**config.mk**
```make
export PLATFORM = sky130hd
export DESIGN_NAME = uart_rx_fsm
export DESIGN_NICKNAME = d
export VERILOG_FILES = /design/src/rtl/uart_rx_fsm.sv
export SDC_FILE = /design/constraint.sdc
export NUM_CORES = 1
export LEC_CHECK = 0
export CAP_MARGIN = 40
export CORE_UTILIZATION = 57
export CTS_CLUSTER_DIAMETER = 80
export DETAILED_ROUTE_END_ITERATION = 7
export PLACE_DENSITY = 0.85
export SYNTH_ARGS = -nofsm -noshare
export SYNTH_HDL_FRONTEND = slang
export SYNTH_SLANG_ARGS = --single-unit
```
**constraint.sdc**
```tcl
create_clock -name CLK -period 4.2 [get_ports CLK]
set_clock_uncertainty 0.1 [all_clocks]
set_input_delay 0.42 -clock CLK [delete_from_list [all_inputs] [get_ports CLK]]
set_output_delay 0.42 -clock CLK [all_outputs]
set_load 0.01 [all_outputs]
```
**src/rtl/uart_rx_fsm.sv**
```systemverilog
// uart_rx_fsm: sequencing controller for the UART receive path.
// Runs on the oversampled RX clock, tracks the oversample position (edge_cnt)
// and bit index (bit_cnt) of the current frame, strobes the sampler-side
// helpers at the mid-bit check point and qualifies each frame with data_valid.
// Optional feature: define UART_RX_FRAME_ERR_CNT_EN to add a saturating
// frame_err_cnt output counting dropped frames.
module uart_rx_fsm #(
  parameter int PRESC_W = 6,
  parameter int DATA_W  = 8
) (
  input  logic               CLK,
  input  logic               RST,
  input  logic               RX_IN,
  input  logic               PAR_EN,
  input  logic [PRESC_W-1:0] Prescale,
  input  logic               strt_glitch,
  input  logic               par_err,
  input  logic               stp_err,
  output logic [PRESC_W-1:0] edge_cnt,
  output logic [3:0]         bit_cnt,
  output logic               dat_samp_en,
  output logic               deser_en,
  output logic               strt_chk_en,
  output logic               par_chk_en,
  output logic               stp_chk_en,
  output logic               data_valid
`ifdef UART_RX_FRAME_ERR_CNT_EN
  ,
  output logic [7:0]         frame_err_cnt
`endif
);

  localparam logic [2:0] IDLE   = 3'd0;
  localparam logic [2:0] START  = 3'd1;
  localparam logic [2:0] DATA   = 3'd2;
  localparam logic [2:0] PARITY = 3'd3;
  localparam logic [2:0] STOP   = 3'd4;

  // Index of the last data bit; bit 0 is the start bit.
  localparam logic [3:0] LAST_DATA_BIT = 4'(DATA_W);

  logic [2:0]         state_q, state_d;
  logic [PRESC_W-1:0] edge_q, edge_d;
  logic [3:0]         bit_q, bit_d;
  logic               par_en_q, par_en_d;
  logic [PRESC_W-1:0] presc_q, presc_d;
  logic               err_flag_q, err_flag_d;

  // Frame timing is derived from the prescale captured at the start edge,
  // so a Prescale change mid-frame cannot misalign the current frame.
  logic [PRESC_W-1:0] half_pos;
  logic [PRESC_W-1:0] cp_pos;
  logic [PRESC_W-1:0] cp1_pos;
  logic [PRESC_W-1:0] wrap_pos;
  logic               at_cp;
  logic               at_cp1;
  logic               at_wrap;

  assign half_pos = presc_q >> 1;
  // The 3-sample vote uses H-1..H+1; the checkers are strobed one cycle
  // after the vote has settled, and report back the cycle after that.
  assign cp_pos   = half_pos + PRESC_W'(2);
  assign cp1_pos  = half_pos + PRESC_W'(3);
  assign wrap_pos = presc_q - PRESC_W'(1);
  assign at_cp    = (edge_q == cp_pos);
  assign at_cp1   = (edge_q == cp1_pos);
  assign at_wrap  = (edge_q == wrap_pos);

  // Next-state logic: counters advance every non-IDLE cycle, the FSM moves
  // on bit wraps and returns to IDLE early on a glitch or at mid-stop.
  always_comb begin
    state_d    = state_q;
    edge_d     = edge_q;
    bit_d      = bit_q;
    par_en_d   = par_en_q;
    presc_d    = presc_q;
    err_flag_d = err_flag_q;

    if (state_q != IDLE) begin
      if (at_wrap) begin
        edge_d = '0;
        bit_d  = bit_q + 4'd1;
      end else begin
        edge_d = edge_q + PRESC_W'(1);
      end
    end

    case (state_q)
      IDLE: begin
        if (!RX_IN) begin
          // The detecting cycle is edge 0, so the next one is edge 1.
          state_d    = START;
          edge_d     = PRESC_W'(1);
          bit_d      = '0;
          par_en_d   = PAR_EN;
          presc_d    = Prescale;
          err_flag_d = 1'b0;
        end
      end
      START: begin
        if (at_cp1 && strt_glitch) begin
          state_d    = IDLE;
          edge_d     = '0;
          bit_d      = '0;
          err_flag_d = 1'b0;
        end else if (at_wrap) begin
          state_d = DATA;
        end
      end
      DATA: begin
        if (at_wrap && (bit_q == LAST_DATA_BIT)) begin
          state_d = par_en_q ? PARITY : STOP;
        end
      end
      PARITY: begin
        // A parity error only poisons the frame; the stop bit is still
        // tracked so the receiver stays aligned with the line.
        if (at_cp1) begin
          err_flag_d = par_err;
        end
        if (at_wrap) begin
          state_d = STOP;
        end
      end
      STOP: begin
        // Leaving at mid-stop lets a following start bit be caught even
        // with a single stop bit between frames.
        if (at_cp1) begin
          state_d    = IDLE;
          edge_d     = '0;
          bit_d      = '0;
          err_flag_d = 1'b0;
        end
      end
      default: begin
        state_d    = IDLE;
        edge_d     = '0;
        bit_d      = '0;
        err_flag_d = 1'b0;
      end
    endcase
  end

  // State and counter registers with synchronous active-low reset.
  always_ff @(posedge CLK) begin
    if (!RST) begin
      state_q    <= IDLE;
      edge_q     <= '0;
      bit_q      <= '0;
      par_en_q   <= 1'b0;
      presc_q    <= '0;
      err_flag_q <= 1'b0;
    end else begin
      state_q    <= state_d;
      edge_q     <= edge_d;
      bit_q      <= bit_d;
      par_en_q   <= par_en_d;
      presc_q    <= presc_d;
      err_flag_q <= err_flag_d;
    end
  end

  // Output decode: every strobe is qualified by its own state, so none can
  // fire in IDLE and at most one is active in any cycle.
  always_comb begin
    edge_cnt    = edge_q;
    bit_cnt     = bit_q;
    dat_samp_en = (state_q != IDLE);
    strt_chk_en = (state_q == START)  && at_cp;
    deser_en    = (state_q == DATA)   && at_cp;
    par_chk_en  = (state_q == PARITY) && at_cp;
    stp_chk_en  = (state_q == STOP)   && at_cp;
    data_valid  = (state_q == STOP)   && at_cp1 && !stp_err && !err_flag_q;
  end

`ifdef UART_RX_FRAME_ERR_CNT_EN
  logic       frame_drop;
  logic [7:0] err_cnt_q, err_cnt_d;

  // A frame is dropped exactly once: at its start-glitch decision or at
  // its stop decision, both of which happen on the cycle after the check.
  assign frame_drop = at_cp1 &&
                      (((state_q == START) && strt_glitch) ||
                       ((state_q == STOP) && (stp_err || err_flag_q)));

  assign err_cnt_d = (frame_drop && (err_cnt_q != 8'hFF)) ? err_cnt_q + 8'd1 : err_cnt_q;

  // Saturating dropped-frame counter.
  always_ff @(posedge CLK) begin
    if (!RST) begin
      err_cnt_q <= '0;
    end else begin
      err_cnt_q <= err_cnt_d;
    end
  end

  assign frame_err_cnt = err_cnt_q;
`endif

endmodule

```
==> impl_metrics.py <==
metrics = {
    "pwr": {
        "power.internal_uw": 425,
        "p_comb_share_pct": 50.0,
        "p_seq_share_pct": 36.8,
        "leakagePower_nw": 0.733,
        "switching_share_pct": 45.1,
        "powerDensity_mw_per_mm2": 404,
        "irDropWorstVdd_uv": 466,
        "power.switching_uw": 350,
        "p_clk_share_pct": 13.3,
    },
    "global_routing": {
        "grt_overflow": 0,
        "antenna_found_initial": 0,
        "grt_pass1_wl_um": 6740,
        "grt_max_degree": 14,
        "grt_pass1_vias": 1438,
        "grt.total_usage_pct": 27.2,
    },
    "worst_setup_path": {
        "critPathArrivalTime_ps": 2780,
        "worstPathRequired_ps": 3680,
        "rr_endpoint": "bit_cnt[1]",
        "reg2reg_slack_ps": 1650,
        "crit_fanout": 6,
        "end_kind": "primary output",
        "max_stage_delay_ps": 580,
        "crit_start": "presc_q[2]",
        "start_kind": "register",
        "path_cells": "inv_1 -> ha_1 -> nor3_1 -> a211oi_1 -> o31ai_1 -> o211ai_1 -> nor4_1 -> clkdlybuf4s50_1",
        "rr_worst_depth": 6,
        "crit_family": "buffers and inverters",
        "worst_path_max_delay_cell": "clkdlybuf4s50_1",
        "r2r-start": "state_q[1]",
        "worst-path-buf-inv": 2,
        "path_class": "register to primary output",
    },
    "sta": {
        "setup_viol": 0,
        "final_max_slew_viol_count": 0,
        "slew_headroom_pct": 58.1,
        "max_slew.worst_pin.slew_ps": 626,
        "max_freq_mhz": 303,
        "final.period_utilization_pct": 78.7,
        "fin_crit_ps": 3300,
        "whs_ps": 382,
        "fin_tns_setup_ps": 0,
        "rsz0062_at_grt": "no",
        "hold_viol": 0,
    },
    "logic_synthesis": {
        "ys_seq_elements": 21,
        "synth_edf_count": 0,
        "async_reset_ff_share_pct": 0,
        "yosysSeqAreaShare_pct": 25.6,
        "synth_compound_area_share_pct": 20.6,
        "synth_area_mm2": 0.00164,
        "syn_inst": 216,
        "synth_top_family_by_area": "simple AND/OR/NAND/NOR gates",
        "synth.distinct_cells": 45,
        "syn_nets": 238,
        "synth_warnings": 0,
        "synth_xor_area_share_pct": 10.0,
        "synth_fa_ha_area_share_pct": 6.85,
        "synthSimpleGateAreaFrac_pct": 28.0,
        "synth_flop_cell": "dfxtp_1",
        "synthMuxAreaShare_pct": 1.83,
        "avgSynthCellArea_um2": 7.61,
    },
    "drt": {
        "route.detailed.drc": 0,
        "avgRoutedWirePerCell_um": 14.8,
        "drt_iter0_drc": 92,
        "wl_um": 3950,
        "first_pass_iters": 5,
        "vias_per_cell": 6.07,
        "num_vias": 1621,
        "drtAntennaViolNets": 0,
    },
    "clocking": {
        "cts_tree": "done",
        "clock-sinks": 21,
        "clk_latency_ps": 310,
        "ctsResizeCount": 0,
        "hold_buffers": 0,
        "numCtsBuffers": 3,
        "postCtsSetupBuffers": 0,
        "cts_max_level": 1,
        "cts_root_buf": "clkbuf_4",
        "clk_pin_slew_worst_paths_ps": 120,
        "clk_path_buf_depth": 2,
    },
    "die": {
        "io_pins": 29,
        "fp.dieH_um": 55.7,
        "fp.dieW_um": 55.7,
        "initial_core_util_pct": 60.1,
        "die_area_mm2": 0.00310,
        "rows": 19,
        "core_mm2": 0.00273,
    },
    "cells_and_area": {
        "drive_gt1_share_pct": 3.81,
        "stdcell_area_mm2": 0.00192,
        "finalNonFillerCells": 267,
        "layout.filler_cells": 244,
        "antenna_cells": 0,
        "area_growth_pct": 16.7,
        "fin_util_pct": 70.2,
        "nets": 259,
    },
    "run_status": {
        "status": "complete, no violations",
    },
    "worst_hold_path": {
        "hp-class": "register to register",
        "min_to": "err_flag_q",
        "hp-start": "err_flag_q",
        "hold_depth": 2,
    },
    "place": {
        "hpwl_um": 2920,
        "dpl.cell_count": 263,
        "dpl-instance-area_mm2": 0.00189,
        "place_congestion": 0.887,
        "numPortBuffers": 28,
    },
    "job": {
        "maxCapViolCount": 0,
    },
}
tightest hold or removal path: cells and delay by family (launching register included):
family,cells,cell delay (ps)
AO/OA/AOI/OAI,2,120
flip-flops,1,330
power by group through the flow:
stage | clock network (mW) | registers, mW | logic [mW]
2_1_floorplan | 0 | 0.256 | 0.312
3_3_place_gp | 0 | 0.287 | 0.373
3_5_place_dp | 0 | 0.288 | 0.381
4_1_cts | 0.103 | 0.283 | 0.384
5_1_grt | 0.115 | 0.291 | 0.430
6_report | 0.103 | 0.285 | 0.387
cell type report:
class | count | area, um^2 | share of cell area (%)
Clock buffer | 4 | 26.3 | 1.37
Inverter | 12 | 45.0 | 2.35
Multi-Input combinational cell | 171 | 1110 | 57.7
Sequential cell | 21 | 420 | 21.9
Tap cell | 31 | 38.8 | 2.02
Timing Repair Buffer | 28 | 280 | 14.6
layer usage:
layer / share of wire (%) / up-vias / GRT usage (%)
li1: - / 799 / -
met1: 45 / 765 / 37.4
met2: 48 / 53 / 44.4
met3: 5.7 / 4 / 5.12
met4: 0.66 / 0 / 5.71
met5: 0 / - / 0
flip-flops by register name, summed over array words and instances (netlist names):
register,count
err_flag_q,1
presc_q,6
bit_cnt,4
par_en_q,1
edge_cnt,6
state_q,3
kinds of logic (layout without fill, tap and decap cells):
group	count (synthesis)	count (layout)
flip-flops	21	21
multiplexers	3	3
buffers and inverters	24	44
AO/OA/AOI/OAI	57	57
XOR/XNOR	18	18
adder cells (fa/ha/maj)	9	9
AND/OR/NAND/NOR	84	84
Yosys cell counts (2+ instances only):
cell type / count / area, um^2
dfxtp_1: 21 / 420
nor2_1: 20 / 75.1
o21ai_0: 19 / 95.1
nand2_1: 18 / 67.6
a21oi_1: 17 / 85.1
inv_1: 11 / 41.3
nand3_1: 11 / 55.1
xnor2_1: 11 / 96.3
ha_1: 9 / 113
nor3_1: 8 / 40.0
xor2_1: 6 / 52.6
clkbuf_1: 5 / 18.8
a211oi_1: 4 / 30.0
nand2b_1: 4 / 25.0
and2_1: 3 / 18.8
buf_2: 3 / 15.0
mux2i_1: 3 / 30.0
nand3b_1: 3 / 22.5
o211ai_1: 3 / 22.5
o22ai_1: 3 / 18.8
o31ai_1: 3 / 22.5
and3b_1: 2 / 17.5
buf_4: 2 / 15.0
buf_6: 2 / 22.5
nand4_1: 2 / 12.5
nor2b_1: 2 / 12.5
o221ai_1: 2 / 17.5
or3_1: 2 / 12.5
stage by stage:
| stage | power, mW | setup WS [ps] |
|---|---|---|
| global route | 0.836 | 643 |
| CTS | 0.770 | 884 |
| finish | 0.774 | 896 |
| floorplan | 0.568 | 1860 |
| global placement | 0.659 | 1330 |
| detailed placement | 0.669 | 1250 |
worst max-delay path by stage:
stage / depth (start not counted) / to
final: 8 / data_valid
after global routing: 8 / strt_chk_en
after CTS: 8 / data_valid
after detailed placement: 8 / data_valid
after global placement: 8 / data_valid
after floorplan: 7 / data_valid
layout by cell type (no fill, tap or decap), types with 2 or more instances in the layout:
cell             Yosys  routed
and2_1               3       3
ha_1                 9       9
o21ai_0             19      19
dfxtp_1             21      21
nand4_1              2       2
o31ai_1              3       3
clkbuf_4             0       3
a211oi_1             4       4
xnor2_1             11      11
nor3_1               8       8
clkdlybuf4s50_1      0      28
nand2_1             18      18
nand3_1             11      11
nor2b_1              2       2
or3_1                2       2
xor2_1               6       6
and3b_1              2       2
a21oi_1             17      17
nand2b_1             4       4
o22ai_1              3       3
nor2_1              20      20
o211ai_1             3       3
nand3b_1             3       3
inv_1               11      11
o221ai_1             2       2
mux2i_1              3       3
No activity file was read; power rests on OpenSTA's default activity.
